[src/rtl/ledm_gen.sv]
// ledm_gen: multi-channel LED manager for link and optical-module status.
// Drives one run LED and CH_NUM bi-colour link LEDs (01 green, 10 red, 00 off).
// All timing is counted in base ticks of TICK_DIV clk_sys cycles. One blink phase
// is shared by every channel and by run_led, so all blinking LEDs stay in step.
// Optional lamp test: define LEDM_LAMP_TEST_EN to enable it. Without the macro
// the lamp_test input is ignored.
//
// Channel FSM states:
//   state   | meaning
//   ST_OFF  | slot or configuration disabled, LED off
//   ST_IDLE | enabled with no recent activity, LED off, idle timer running
//   ST_ACT  | activity seen within the hold window, LED green
//   ST_ERR  | link error present, LED blinks red
//   ST_LOST | no activity for TIMEOUT_TICKS, LED steady red

module ledm_gen #(
    parameter int CH_NUM        = 10,
    parameter int TICK_DIV      = 100000,
    parameter int HOLD_TICKS    = 50,
    parameter int TIMEOUT_TICKS = 1000,
    parameter int BLINK_TICKS   = 250
) (
    input  logic                  clk_sys,
    input  logic                  rst_sys_n,
    input  logic                  cfg_en,
    input  logic                  self_cfg_err,
    input  logic [CH_NUM-1:0]     slot_en,
    input  logic [CH_NUM-1:0]     link_eop,
    input  logic [CH_NUM-1:0]     link_err,
    input  logic                  lamp_test,
    output logic                  run_led,
    output logic [2*CH_NUM-1:0]   led_out
);

    localparam int TICK_W = $clog2(TICK_DIV);
    localparam int HOLD_W = $clog2(HOLD_TICKS) + 1;
    localparam int IDLE_W = $clog2(TIMEOUT_TICKS) + 1;
    localparam int BLNK_W = $clog2(BLINK_TICKS) + 1;

    localparam logic [TICK_W-1:0] TICK_LAST  = TICK_W'(TICK_DIV - 1);
    localparam logic [HOLD_W-1:0] HOLD_LOAD  = HOLD_W'(HOLD_TICKS);
    localparam logic [IDLE_W-1:0] IDLE_LIMIT = IDLE_W'(TIMEOUT_TICKS);
    localparam logic [IDLE_W-1:0] IDLE_MAX   = '1;
    localparam logic [BLNK_W-1:0] BLNK_LAST  = BLNK_W'(BLINK_TICKS - 1);

    typedef enum logic [2:0] {
        ST_OFF  = 3'd0,
        ST_IDLE = 3'd1,
        ST_ACT  = 3'd2,
        ST_ERR  = 3'd3,
        ST_LOST = 3'd4
    } ch_state_e;

    logic [TICK_W-1:0] tick_cnt;
    logic              tick;
    logic [BLNK_W-1:0] blink_cnt;
    logic              blink_q;
    logic              blink_wrap;
    logic              blink_nxt;
    logic              lamp_on;
    logic              lamp_ph;

    assign tick       = (tick_cnt == TICK_LAST);
    assign blink_wrap = tick && (blink_cnt == BLNK_LAST);
    assign blink_nxt  = blink_q ^ blink_wrap;

    // Free-running base tick divider, 0..TICK_DIV-1.
    always_ff @(posedge clk_sys or negedge rst_sys_n) begin
        if (!rst_sys_n) begin
            tick_cnt <= '0;
        end else if (tick) begin
            tick_cnt <= '0;
        end else begin
            tick_cnt <= tick_cnt + 1'b1;
        end
    end

    // Shared blink phase, toggled after every BLINK_TICKS ticks.
    always_ff @(posedge clk_sys or negedge rst_sys_n) begin
        if (!rst_sys_n) begin
            blink_cnt <= '0;
            blink_q   <= 1'b0;
        end else begin
            blink_q <= blink_nxt;
            if (blink_wrap) begin
                blink_cnt <= '0;
            end else if (tick) begin
                blink_cnt <= blink_cnt + 1'b1;
            end
        end
    end

`ifdef LEDM_LAMP_TEST_EN
    localparam int LAMP_HALF = BLINK_TICKS * TICK_DIV;
    localparam int LAMP_W    = $clog2(LAMP_HALF);
    localparam logic [LAMP_W-1:0] LAMP_LAST = LAMP_W'(LAMP_HALF - 1);

    logic [LAMP_W-1:0] lamp_cnt;

    assign lamp_on = lamp_test & cfg_en;

    // Lamp-test phase restarts on every request so green always shows a full half-period first.
    always_ff @(posedge clk_sys or negedge rst_sys_n) begin
        if (!rst_sys_n) begin
            lamp_cnt <= '0;
            lamp_ph  <= 1'b0;
        end else if (!lamp_on) begin
            lamp_cnt <= '0;
            lamp_ph  <= 1'b0;
        end else if (lamp_cnt == LAMP_LAST) begin
            lamp_cnt <= '0;
            lamp_ph  <= ~lamp_ph;
        end else begin
            lamp_cnt <= lamp_cnt + 1'b1;
        end
    end
`else
    logic lamp_test_unused;

    assign lamp_test_unused = lamp_test;
    assign lamp_on          = 1'b0;
    assign lamp_ph          = 1'b0;
`endif

    // Run LED: off when unconfigured, blinking on self-config error, otherwise steady on.
    always_ff @(posedge clk_sys or negedge rst_sys_n) begin
        if (!rst_sys_n) begin
            run_led <= 1'b0;
        end else if (!cfg_en) begin
            run_led <= 1'b0;
        end else if (lamp_on) begin
            run_led <= 1'b1;
        end else if (self_cfg_err) begin
            run_led <= blink_nxt;
        end else begin
            run_led <= 1'b1;
        end
    end

    for (genvar i = 0; i < CH_NUM; i++) begin : g_ch
        ch_state_e         st_q;
        ch_state_e         st_nxt;
        logic [HOLD_W-1:0] hold_q;
        logic [HOLD_W-1:0] hold_nxt;
        logic [HOLD_W-1:0] hold_dec;
        logic [IDLE_W-1:0] idle_q;
        logic [IDLE_W-1:0] idle_nxt;
        logic [IDLE_W-1:0] idle_inc;
        logic [1:0]        led_q;
        logic [1:0]        led_nxt;
        logic              en_i;
        logic              eop_i;
        logic              err_i;

        assign en_i     = cfg_en & slot_en[i];
        assign eop_i    = link_eop[i];
        assign err_i    = link_err[i];
        assign hold_dec = (tick && (hold_q != '0)) ? hold_q - 1'b1 : hold_q;
        assign idle_inc = (tick && (idle_q != IDLE_MAX)) ? idle_q + 1'b1 : idle_q;

        // Next-state and timer update; priority is disable > err > eop > timeout.
        always_comb begin
            st_nxt   = st_q;
            hold_nxt = hold_q;
            idle_nxt = idle_q;
            if (!en_i) begin
                st_nxt   = ST_OFF;
                hold_nxt = '0;
                idle_nxt = '0;
            end else begin
                case (st_q)
                    ST_OFF: begin
                        st_nxt   = ST_IDLE;
                        hold_nxt = '0;
                        idle_nxt = '0;
                    end
                    ST_IDLE: begin
                        if (err_i) begin
                            st_nxt   = ST_ERR;
                            idle_nxt = '0;
                        end else if (eop_i) begin
                            st_nxt   = ST_ACT;
                            hold_nxt = HOLD_LOAD;
                            idle_nxt = '0;
                        end else begin
                            idle_nxt = idle_inc;
                            if (idle_inc >= IDLE_LIMIT) begin
                                st_nxt = ST_LOST;
                            end
                        end
                    end
                    ST_ACT: begin
                        if (err_i) begin
                            st_nxt   = ST_ERR;
                            hold_nxt = '0;
                            idle_nxt = '0;
                        end else if (eop_i) begin
                            hold_nxt = HOLD_LOAD;
                            idle_nxt = '0;
                        end else begin
                            hold_nxt = hold_dec;
                            idle_nxt = idle_inc;
                            if (hold_dec == '0) begin
                                st_nxt = ST_IDLE;
                            end
                        end
                    end
                    ST_ERR: begin
                        hold_nxt = '0;
                        idle_nxt = '0;
                        if (!err_i) begin
                            st_nxt = ST_IDLE;
                        end
                    end
                    ST_LOST: begin
                        if (err_i) begin
                            st_nxt   = ST_ERR;
                            idle_nxt = '0;
                        end else if (eop_i) begin
                            st_nxt   = ST_ACT;
                            hold_nxt = HOLD_LOAD;
                            idle_nxt = '0;
                        end
                    end
                    default: begin
                        st_nxt   = ST_OFF;
                        hold_nxt = '0;
                        idle_nxt = '0;
                    end
                endcase
            end
        end

        // LED colour decoded from the next state so it lands with the state change.
        always_comb begin
            led_nxt = 2'b00;
            if (lamp_on) begin
                led_nxt = lamp_ph ? 2'b10 : 2'b01;
            end else if (!self_cfg_err) begin
                case (st_nxt)
                    ST_ACT:  led_nxt = 2'b01;
                    ST_ERR:  led_nxt = blink_nxt ? 2'b10 : 2'b00;
                    ST_LOST: led_nxt = 2'b10;
                    default: led_nxt = 2'b00;
                endcase
            end
        end

        // Channel state, timers and registered LED output.
        always_ff @(posedge clk_sys or negedge rst_sys_n) begin
            if (!rst_sys_n) begin
                st_q   <= ST_OFF;
                hold_q <= '0;
                idle_q <= '0;
                led_q  <= 2'b00;
            end else begin
                st_q   <= st_nxt;
                hold_q <= hold_nxt;
                idle_q <= idle_nxt;
                led_q  <= led_nxt;
            end
        end

        assign led_out[2*i +: 2] = led_q;
    end

endmodule

[config.mk]
export PLATFORM = sky130hd
export DESIGN_NAME = ledm_gen
export DESIGN_NICKNAME = d
export VERILOG_FILES = /design/src/rtl/ledm_gen.sv
export SDC_FILE = /design/constraint.sdc
export NUM_CORES = 1
export LEC_CHECK = 0
export BUFFER_PORTS_ARGS = -buffer_cell sky130_fd_sc_hd__buf_2
export CORE_ASPECT_RATIO = 0.6
export CORE_MARGIN = 5
export CORE_UTILIZATION = 35
export CTS_CLUSTER_DIAMETER = 30
export CTS_CLUSTER_SIZE = 25
export DETAILED_ROUTE_END_ITERATION = 16
export MAX_ROUTING_LAYER = met4
export PLACE_DENSITY_LB_ADDON = 0.05
export SETUP_SLACK_MARGIN = 0.15
export SLEW_MARGIN = 5
export SYNTH_ARGS = -nofsm -noshare
export SYNTH_HDL_FRONTEND = slang
export SYNTH_SLANG_ARGS = --single-unit
[constraint.sdc]
create_clock -name clk_sys -period 3.45 [get_ports clk_sys]
set_input_delay 0.345 -clock clk_sys [delete_from_list [all_inputs] [get_ports clk_sys]]
set_output_delay 0.345 -clock clk_sys [all_outputs]
set_load 0.05 [all_outputs]
==> results of run 1 <==
through the flow:
step                cell area, µm²  hold slack, ns  setup slack (ns)  std cells
finish                       21190         0.08771            0.2516       2939
global route                 21190         0.07233            0.1089       2939
CTS                          21050         0.03923            0.1452       2935
detailed placement           18700          0.3453           0.01353       2815
global placement             18700          0.3429            0.1426       2815
floorplan                    17420         0.04941            0.4520       2146
logic make-up after synthesis:
kind of cell               share of synthesized area (%)
and+or+nand+nor                                    26.69
AOI/OAI and AO/OA                                  26.87
DFF                                                37.06
buffers and inverters                              4.101
xor gates and xnor gates                           3.268
adders and majority gates                          1.652
muxes                                             0.3662
where the power goes:
| group | switching [mW] | internal, mW | total (mW) |
|---|---|---|---|
| Sequential | 0.0523 | 3.06 | 3.12 |
| Combinational | 0.311 | 0.162 | 0.473 |
| Clock | 1.87 | 4.57 | 6.43 |
layout by cell type, fill, tap and decap left out, drive strengths merged, types with 14 or more instances in the layout:
| cell type | count |
|---|---|
| xor2 | 31 |
| a211oi | 35 |
| xnor2 | 34 |
| a22o | 18 |
| nand2 | 216 |
| buf | 128 |
| o31ai | 65 |
| clkbuf | 98 |
| a31oi | 44 |
| nor3 | 76 |
| o21a | 23 |
| nand2b | 33 |
| o22ai | 14 |
| and4 | 18 |
| a21oi | 116 |
| nand4 | 49 |
| inv | 75 |
| o211ai | 16 |
| or4 | 16 |
| nor4 | 30 |
| a21o | 28 |
| o21ai | 230 |
| nand3 | 73 |
| dfrtp | 258 |
| nor2 | 204 |
| and2 | 27 |
| or3 | 36 |
| and3 | 33 |
| ha | 23 |
| o41ai | 27 |
| nor2b | 21 |
routing by layer:
layer,track usage [%],vias to the layer above,part of all wire (%)
met5,-,-,0
met1,29.30,8156,51
met3,4.389,85,6.1
met4,5.172,0,2.2
met2,25.91,463,40
li1,-,8283,-
timing repair:
action,CTS,global route
setup buffers,1,3
endpoints found under the hold margin,59,0
pin swaps,2,4
hold buffers,1,0
cloned,0,1
setup endpoints to repair,6,26
gates resized for setup,2,20
area by class of cell:
cell class | count | area (µm²)
multi-input cells | 1708 | 10350
clock buffers | 97 | 2003
clock inverters | 21 | 325.3
fillers | 4878 | 28150
repair buffers | 130 | 958.4
flip-flops and latches | 258 | 6456
inverters | 75 | 281.5
well taps | 650 | 813.3
flip-flops by register name (all words and copies together), names as in the netlist:
register and count:
g_ch.st_q 30, g_ch.idle_q 110, blink_q 1, g_ch.led_q 20, blink_cnt 9, run_led 1, g_ch.hold_q 70, tick_cnt 17
worst min-delay path, stage by stage:
cell and delay (ns):
buf_2 0.11, nand4_1 0.07, a21oi_1 0.07
path summary, 6_finish.rpt:
kind                                     end  slack (ns)  cells past startpoint
setup / recovery            g_ch[4].led_q[1]        0.25                      9
hold / removal               g_ch[5].st_q[1]        0.09                      3
setup reg to reg            g_ch[4].led_q[1]        0.25                      9
hold reg to reg                 blink_cnt[8]        0.46                      1
max in group asynchronous  g_ch[3].hold_q[5]        2.34                      3
min in group asynchronous  g_ch[7].idle_q[6]        0.35                      2
==> impl.org, run 1 <==
** Run status
- The flow ran to the end, and the final reports show no timing, DRC or antenna violations.

** Synthesis
- Count of different cell masters after synthesis :: 89
- Each instance of the synthesized netlist takes up on average roughly 8 µm².
- Library cell with the largest summed area after synthesis :: dfrtp_1
- Number of synthesized register bits :: 258
- Area share of the largest cell type after synthesis :: 37.06%
- Post-Syn Area :: 17,420 µm²
- Summing the sequential cell areas from Yosys gives 37.06% of the chip area.
- List of most frequent post-synthesis cells :: dfrtp_1 (258), o21ai_0 (227), nand2_1 (216)
- The synthesized design contains 0 enable-type register cells.
- Synthesized Nets :: 2,204
- Number of warnings printed during yosys synthesis :: 0
- Yosys instantiated no cell more often than dfrtp_1.
- Most frequently used flop master after synthesis :: dfrtp_1
- Cells after synthesis :: 2,146
- After synthesis, the share of flip-flops with an asynchronous set or reset is 100.0%.
- Ranked by total cell area, the synthesized netlist is headed by dfrtp_1 (37%), o21ai_0 (6.5%), nand2_1 (4.7%).

** Timing
- Final min period :: about 3.2 ns
- For the pin with the worst max-slew slack, the measured transition is 0.8277 ns.
- Measured against its own limit, the worst slew margin works out to 44.40%.
- Clock skew on the completed layout was measured at 0.02132 ns.
- Of the available clock period, the critical path in the final layout requires around 90%.
- Pins over their slew limit :: 0
- Top achievable clock speed :: around 310 MHz
- Setup violations remaining at the end of the flow were counted as 0.
- Hold Violations, Final :: 0
- RSZ-0062 raised after global routing :: yes
- In the final timing run, aggregate negative setup slack is 0 ns.

** GRT
- Number of antenna violations at the first check in global routing :: 0
- After global routing the overflow that remains totals 0.
- Wire length of the first global-routing pass :: 85.66 mm
- Global routing consumed, over all layers together, 19.44% of the routing resources.
- Entering global routing, the biggest net connects 65 pins.
- Via count of the first global-routing pass :: between 15,000 and 20,000

** Die
- Die Footprint :: about 54,000 µm²
- Row generation in the floorplan step produced 63 rows.
- Die extent in y :: approximately 180 µm
- Starting Density :: 35.31%
- 56 I/O pins were placed.
- Die width :: about 300 µm
- Placeable core region :: 49,340 µm²

** Worst hold path
- The worst hold path belongs to the class input pin to flip-flop.
- Worst min-delay path startpoint :: slot_en[5]

** Setup path
- Maximum fanout count along the critical path :: 10
- Longest individual stage delay on the worst path :: approximately 0.6 ns
- The critical path in this run is classified as flip-flop to flip-flop.
- The slowest stage of the critical path belongs to the cell or4bb_4.
- Data required time at the worst endpoint :: roughly 4 ns
- At the worst endpoint, the arrival time is 3.64 ns.
- The number of buffers and inverters on the critical path is 2.
- The startpoint identified for the worst register-to-register timing path is tick_cnt[8].
- In this run the worst setup path begins at tick_cnt[8].
- Among cell families on the critical path, the largest total delay comes from compound AO/OA/AOI/OAI gates.
- Cell-by-cell listing of the critical path :: or4bb_4, nor4_4, buf_12, o21ai_0, o311ai_0, o311ai_1, buf_4, a32o_1, a22o_1
- STA classifies the critical path endpoint as a flip-flop.
- The worst setup path is launched from a flip-flop.

** Clock tree
- In this run the clock root is driven by a clkbuf_16.
- Clk slew on worst S/H paths :: approximately 0.050 ns
- The later pin in the worst-skew pair is clocked with a latency of ~0.57 ns.
- The clock drives 258 sinks.
- Htree depth :: 3
- Clock tree from TritonCTS :: yes
- Maximum buffer depth of the clock tree :: 3
- Buffers inserted during clock tree synthesis total 66.

** Pwr
- Power spread over the standard cell area amounts to 473.0 nW/µm².
- Total power draw :: 10.02 mW
- Across the VDD grid, the largest voltage drop is 260.6 µV.
- Leak Pwr :: 8.890 nW

** Cells and area
- The number of antenna diodes in the final layout is 0.
- Layout cell share with drive strength beyond 1 :: 12.54%
- Final core utilization :: ~43%
- The final layout contains 2,297 nets.
- The area growth from synthesis to layout is 21.62%.

** Route
- After detailed routing, the average wire length per cell comes to 18.02 µm.
- Remaining routing DRC violations :: 0
- Initial drt markers :: 1,262
- DRT Wirelength :: roughly 53 mm
- Routed Antenna Nets :: 0
- Vias per cell :: 5.780
- Total vias in the final route :: 16,990
- Count of TritonRoute iterations in the first routing pass :: 5

** Place
- The congestion estimate from routability-driven global placement came to approximately 0.87.
- HPWL Detailed :: 36.16 mm
- Input and output buffers added on the ports amount to 54.

** Flow run
- Max capacitance violation total :: 0
(Power assumes the default switching activity.)
==> run 2: changes to the inputs <==
- CELL_PAD_IN_SITES_DETAIL_PLACEMENT: not set -> 2
- CELL_PAD_IN_SITES_GLOBAL_PLACEMENT: not set -> 2
- SLEW_MARGIN: 5 -> not set
==> run 2 against run 1 <==
Against the previous run: utilization is 0.66 points higher; cell count is 0.82% higher; flip-flop and latch count stayed put; total power is 1.2% higher; clock power is 1% higher; sequential power hardly changed; register-to-register slack worse by 0.08 ns; fmax is 2.5% lower; via count is 5.3% higher; first-iteration DRC count is 27% lower; sequential share of layout area is 0.46 points lower; critical path type unchanged; critical endpoint is now g_ch[0].led_q[1]; largest cell class unchanged.
==> impl.org, run 2 (synthesis gave the netlist of run 1 again) <==
** Run status
- The run finished with clean final reports.

** Clock tree
- The level count of the clock H-tree was 3 (unchanged).
- Clk root buf :: clkbuf_16
- The maximum buffer depth of the clock tree was 3 (unchanged).
- The clock slew at the register clock pins of the worst setup and hold paths was 0.04 ns (about the same).
- Number of sinks on the clock net :: 258 (unchanged)
- The insertion delay of the later-clocked pin in the worst-skew pair is 0.58 ns (about the same).
- Number of buffers added by the clock tree synthesis step :: 68 (+3.0%)
- TritonCTS built the clock tree.

** Cells and area
- The total inserted antenna cells is 0 (unchanged).
- Fill count :: 5,449 (+12%)
- Layout Nets :: 2,320 (+1.0%)
- Non-filler cells in the finished layout :: 2,963 (+0.82%)
- Final core utilization :: 43.61% (+0.66 points)
- Layout area overhead :: 23.50%
- Register bank with the most flops :: g_ch.idle_q
- The largest registers in the layout are g_ch.idle_q (110), g_ch.hold_q (70), g_ch.st_q (30).
- Final design area excluding fillers :: 21,520 µm² (+1.5%)
- The fraction of layout cells with a size suffix above 1 came to 14.61% (+2.1 points).
- Number of flip-flops under the largest register name :: 110 (unchanged)
- In the layout the commonest cells are dfrtp_1 (257), o21ai_0 (224), nand2_1 (216).
- The library cell used most frequently in the layout, excluding fill and tap cells, is dfrtp_1.

** Timing
- The final-report setup violation count came to 0 (unchanged).
- RSZ-0062 raised after global routing :: yes
- Final min period :: 3.279 ns (+0.08101 ns)
- The period utilization was 95.05% (+2.3 points).
- The total count of max-transition violations in the final report is 0 (unchanged).
- Worst slew pin tran :: 0.9723 ns (+0.1447 ns)
- Top achievable clock speed :: 304.9 MHz (-2.5%)
- The relative max-transition margin is 35.11% (-9.3 points).
- The total count of hold-check failures in the final report is 0 (unchanged).
- The largest clock skew in the final design is 0.01594 ns (-0.005377 ns).

** Flow run
- The max-capacitance violation count came to 0 (unchanged).

** Setup path
- The worst setup path is captured at a flip-flop.
- STA classifies the critical path startpoint as a flip-flop.
- Maximum fanout count along the critical path :: 23 (+13)
- Arrival time at the worst endpoint :: 3.79 ns (+0.15 ns)
- The worst path required time is 3.96 ns (+0.07 ns).
- Critical path type :: flip-flop to flip-flop
- The register-to-register setup slack came to 0.17 ns (-0.08 ns).

** Die
- FP Rows :: 63 (unchanged)
- The core outline area came to 49,340 µm² (unchanged).
- Starting Density :: 35.31% (unchanged)
- Die Footprint :: 54,490 µm² (unchanged)
- The number of top-level pins was 56 (unchanged).
- Die width :: 298.0 µm (unchanged)
- The overall die height is 182.8 µm (unchanged).

** GRT
- The number of antenna violations at the first check in global routing was 1 (+1).
- Total overflow reported by the global router :: 0 (unchanged)
- The maximum number of pins on one net before global-route repair came to 71 (+9.2%).
- The number of global-route vias before repair came to 19,140 (+22%).
- The global-route wire length before repair was 108.3 mm (+26%).
- Total Routing Usage GR :: 24.83% (+5.4 points)

** Route
- Vias per cell :: 6.037 (+4.5%)
- The DRC marker count from the first detailed-route iteration is 925 (-27%).
- Total vias in the final route :: 17,890 (+5.3%)
- DRT Wirelength :: 66.99 mm (+26%)
- The number of nets still failing antenna checks after routing is 0 (unchanged).
- The routed wirelength normalized by instance count was 22.61 µm (+25%).
- The number of detailed-route iterations in the first pass was 5 (unchanged).
- Remaining routing DRC violations :: 0 (unchanged)

** Place
- Placed cell area :: 18,860 µm² (+0.88%)
- The count of input and output buffers came to 54 (unchanged).
- The cell count after placement was 2,832 (+0.60%).
- The HPWL after detailed placement was 46.66 mm (+29%).
- The weighted congestion reported at the end of routability-driven placement came to 0.8732 (+0.85%).

** Pwr
- The internal power came to 7.702 mW (-1.2%).
- The power consumption was 10.14 mW (+1.2%).
- Flop pwr share :: 30.8% (-0.3 points)
- The power density over cell area was 471.2 nW/µm² (-0.38%).
- The net switching share of the total power is 24.03% (+1.8 points).
- Clock share of power :: 64.1% (about the same)
- Worst ir drop on vdd :: 334.0 µV (+28%)
- Leak Pwr :: 9.015 nW (+1.4%)
- Switch Pwr :: 2.436 mW (+9.3%)
- The proportion of power drawn by combinational gates was 5.1% (+0.4 points).

** Worst hold path
- The min-delay analysis places its worst path in the category input pin to flip-flop.
-- run 2: worst paths after layout --
check	start	to	depth (start not counted)
worst max-delay path	tick_cnt[8]	g_ch[0].led_q[1]	11
min in group asynchronous	rst_sys_n	g_ch[9].hold_q[4]	2
worst min register to register	blink_cnt[8]	blink_cnt[8]	1
max in group asynchronous	rst_sys_n	g_ch[1].hold_q[0]	3
worst max register to register	tick_cnt[8]	g_ch[0].led_q[1]	11
worst min-delay path	slot_en[5]	g_ch[5].st_q[1]	3
-- run 2: power groups by stage --
stage	clock [mW]	combinational, mW	sequential (mW)
after floorplan	0	0.278	3.14
after global placement	0	0.480	3.16
after detailed placement	0	0.499	3.16
after CTS	6.65	0.511	3.12
after global routing	6.83	0.575	3.12
final	6.50	0.515	3.12
-- run 2: layer usage --
| metal | routed length [µm] | global-route usage [%] | up-vias | part of all wire [%] |
|---|---|---|---|---|
| met5 | 0 | - | - | 0 |
| met4 | 1097 | 5.510 | 0 | 1.6 |
| met3 | 2762 | 4.591 | 86 | 4.1 |
| met2 | 29200 | 36.95 | 310 | 44 |
| met1 | 33930 | 35.37 | 9180 | 51 |
| li1 | - | - | 8312 | - |
-- run 2: stage by stage --
stage           TNS, ns  worst slack [ns]  hold WS [ns]
4_1_cts               0            0.1608       0.06167
3_5_place_dp   -0.09623          -0.05670        0.3647
5_1_grt               0           0.03916       0.08358
3_3_place_gp          0           0.08458        0.3690
2_1_floorplan         0            0.4520       0.04941
6_report              0            0.1706       0.08841
-- run 2: worst max-delay path, cell delays in order, from the launching register on --
cell       delay [ns]
dfrtp_2          0.45
or4bb_4          0.60
nor4_4           0.28
buf_4            0.19
buf_12           0.19
nand4b_1         0.15
a2111oi_2        0.43
o211ai_1         0.23
nor4bb_4         0.21
o22ai_1          0.17
buf_4            0.15
a22o_1           0.12
-- run 2: layout make-up --
class	instances	area, µm²	area share (%)
Inverter	75	281.5	1.308
Clock buffer	88	1941	9.019
Timing Repair Buffer	151	1136	5.280
Multi-Input combinational cell	1708	10490	48.74
Tap cell	650	813.3	3.780
Sequential cell	258	6457	30.01
Clock inverter	33	401.6	1.867
-- run 2: repair_timing --
action,CTS,global route
endpoints found under the setup margin,22,26
setup buffers,7,2
pin swaps,2,4
cloned,0,0
gates resized for setup,15,36
endpoints found under the hold margin,66,0
hold buffers,1,0
==> run 3: changes to the inputs <==
- PLACE_DENSITY_LB_ADDON: 0.05 -> 0.08
==> run 3 against run 2 <==
Against the previous run: via count is 1.0% higher; sequential power is essentially flat; sequential share of layout area is essentially flat; register-to-register slack better by 0.06 ns; worst setup slack better by 0.063 ns; highest routed layer unchanged; largest cell class unchanged; clock skew rose by 0.0034 ns; routed wire length is 3.3% higher; count of clock-buffer cells in the layout rose by 12; largest power group unchanged; utilization barely moved.
==> impl.org, run 3 (synthesis gave the netlist of run 1 again) <==
** Run status
- The run finished with clean final reports.

** Clock tree
- The number of clock buffers inserted by TritonCTS came to 73 (+7.4%).
- The TritonCTS sink count is 258 (unchanged).
- TritonCTS built the clock tree.
- Clk root buf :: clkbuf_16
- The insertion delay of the later-clocked pin in the worst-skew pair was 0.60 ns (+0.02 ns).
- Clk slew on worst S/H paths :: 0.04 ns (about the same)
- The level count of the clock H-tree was 3 (unchanged).
- Maximum buffer depth of the clock tree :: 3 (unchanged)

** Cells and area
- Commonest cells after routing, fill and taps aside :: dfrtp_1 (254), o21ai_0 (224), nand2_1 (216)
- The fraction of layout cells with a size suffix above 1 is 14.30% (-0.31 points).
- Non-filler cells in the finished layout :: 2,964 (+0.034%)
- Largest registers in the final layout :: g_ch.idle_q (110), g_ch.hold_q (70), g_ch.st_q (30)
- Most common cell after layout, fill and taps aside :: dfrtp_1
- Layout area overhead :: 23.41% (about the same)
- The share of the core filled with cells was 43.57% (about the same).
- The total inserted antenna cells came to 0 (unchanged).
- The final layout net count came to 2,313 (-0.30%).
- The number of flip-flops in the largest register was 110 (unchanged).
- g_ch.idle_q holds more flip-flops than any other register.

** Pwr
- Power per standard cell area :: 486.0 nW/µm² (+3.2%)
- Worst ir drop on vdd :: 534.7 µV (+60%)
- Leak Pwr :: 9.017 nW (about the same)

** Place
- HPWL Detailed :: 47.13 mm (+0.99%)
- Placed cell count :: 2,823 (-0.32%)
- The weighted congestion reported at the end of routability-driven placement is 0.8453 (-3.2%).
- Post-placement worst setup slack :: 0.04729 ns (+0.1040 ns)
- IO buf count :: 54 (unchanged)

** Route
- The number of detailed-route iterations in the first pass was 5 (unchanged).
- The detailed-route DRC error count was 0 (unchanged).
- Final routed wire length divided by cell count :: 23.35 µm (+3.3%)
- DRT Wirelength :: 69.22 mm (+3.3%)
- Routed Antenna Nets :: 0 (unchanged)
- Total vias in the final route :: 18,080 (+1.0%)
- The DRC marker count from the first detailed-route iteration was 1,074 (+16%).
- The average vias per placed instance came to 6.098 (+1.0%).

** Setup path
- Worst path bufs/invs :: 3 (unchanged)
- The slowest stage of the critical path belongs to the cell or4bb_4.
- The longest individual stage delay on the worst path came to 0.61 ns (about the same).
- The largest fanout on the critical path is 15 (-35%).
- The worst setup path is captured at a flip-flop.
- The signal on the critical path passes through or4bb_4, nor4_4, buf_6, buf_6, buf_4, a311oi_1, nor2_1, nor2_1, nor4b_1, o21a_2, nor4_2.
- The arrival time of data at the critical path endpoint is 3.68 ns (-0.11 ns).
- The worst setup path is of the flip-flop to flip-flop kind.
- Kind of start point of the critical path :: flip-flop
- Data required time at the worst endpoint :: 3.91 ns (-0.05 ns)
- Family with the most delay on the worst path :: simple AND/OR/NAND/NOR gates

** Die
- Starting Density :: 35.31% (unchanged)
- The number of placement rows was 63 (unchanged).
- Placeable core region :: 49,340 µm² (unchanged)
- Top-level I/O count :: 56 (unchanged)
- The horizontal extent of the die is 298.0 µm (unchanged).
- Die Footprint :: 54,490 µm² (unchanged)
- The overall die height came to 182.8 µm (unchanged).

** GRT
- Total Routing Usage GR :: 25.62% (+0.79 points)
- The overflow left after global routing is 0 (unchanged).
- Via count of the first global-routing pass :: 19,490 (+1.8%)
- Wire length of the first global-routing pass :: 111.4 mm (+2.8%)
- Number of antenna violations at the first check in global routing :: 0 (-1)
- The maximum number of pins on one net before global-route repair came to 88 (+24%).

** Timing
- Pins over their slew limit :: 0 (unchanged)
- The least setup slack across all paths after layout is 0.2333 ns (+0.06269 ns).
- The actual transition at the worst max-transition pin is 0.8459 ns (-0.1264 ns).
- Setup repair after global routing could not meet its margin everywhere.
- The final-report setup violation count came to 0 (unchanged).
- Top achievable clock speed :: 310.9 MHz (+1.9%)
- The relative max-transition margin is 43.54% (+8.4 points).
- The final period demand of the worst path was 3.217 ns (-0.06269 ns).
- The total count of hold-check failures in the final report came to 0 (unchanged).
- The aggregate negative setup slack is 0 ns (unchanged).
- Portion of the clock cycle consumed by the worst path in the final layout :: 93.24% (-1.8 points)
- The largest clock skew in the final design was 0.01931 ns (+0.003369 ns).

** Flow run
- Max capacitance violation total :: 0 (unchanged)

** Worst hold path
- Worst min-delay path category :: input pin to flip-flop
run 3: report_power, final:
| part | internal (mW) | switching [mW] |
|---|---|---|
| clock | 4.70 | 2.11 |
| combinational | 0.167 | 0.355 |
| sequential | 3.06 | 0.0570 |
run 3: cell type report:
cell class,count,area [µm²]
clock buffers,100,2038
clock inverters,34,419.2
fillers,5409,27840
inverters,75,281.5
multi-input cells,1708,10460
flip-flops and latches,258,6461
well taps,650,813.3
repair buffers,139,1025
run 3: metrics by stage:
step | area [µm²] | power [mW] | hold slack (ns)
after floorplan | 17420 | 3.415 | 0.04941
after global placement | 18750 | 3.641 | 0.3035
after detailed placement | 18750 | 3.663 | 0.2992
after CTS | 21300 | 10.60 | 0.02270
after global routing | 21500 | 10.84 | 0.04500
final | 21500 | 10.45 | 0.05385
run 3: worst paths after layout:
path / startpoint / end / slack [ns] / cells after the start
max in group asynchronous: rst_sys_n / g_ch[6].idle_q[1] / 2.22 / 3
worst min register to register: blink_cnt[8] / blink_cnt[8] / 0.47 / 1
worst max-delay path: tick_cnt[8] / g_ch[6].led_q[0] / 0.23 / 11
min in group asynchronous: rst_sys_n / g_ch[7].idle_q[1] / 0.26 / 2
worst max register to register: tick_cnt[8] / g_ch[6].led_q[0] / 0.23 / 11
worst min-delay path: slot_en[9] / g_ch[9].st_q[0] / 0.05 / 3
run 3: repair_timing:
item	CTS	global route
resized for setup	12	42
pin swaps	3	5
setup endpoints to repair	15	30
gates cloned	0	1
buffers inserted	3	2
hold endpoints to repair	48	0
hold buffers	1	0
run 3: per-layer routing:
metal / GRT usage [%] / up-vias / wire (µm)
li1: - / 8320 / -
met1: 36.59 / 9331 / 35250
met2: 38.11 / 314 / 29990
met3: 3.975 / 110 / 2456
met4: 6.690 / 0 / 1527
met5: - / - / 0
run 3: worst register-to-register path: stages (launching register included):
cell and delay, ns:
dfrtp_1 0.43, or4bb_4 0.61, nor4_4 0.31, buf_6 0.16
buf_6 0.22, buf_4 0.20, a311oi_1 0.11, nor2_1 0.31
nor2_1 0.09, nor4b_1 0.15, o21a_2 0.26, nor4_2 0.24
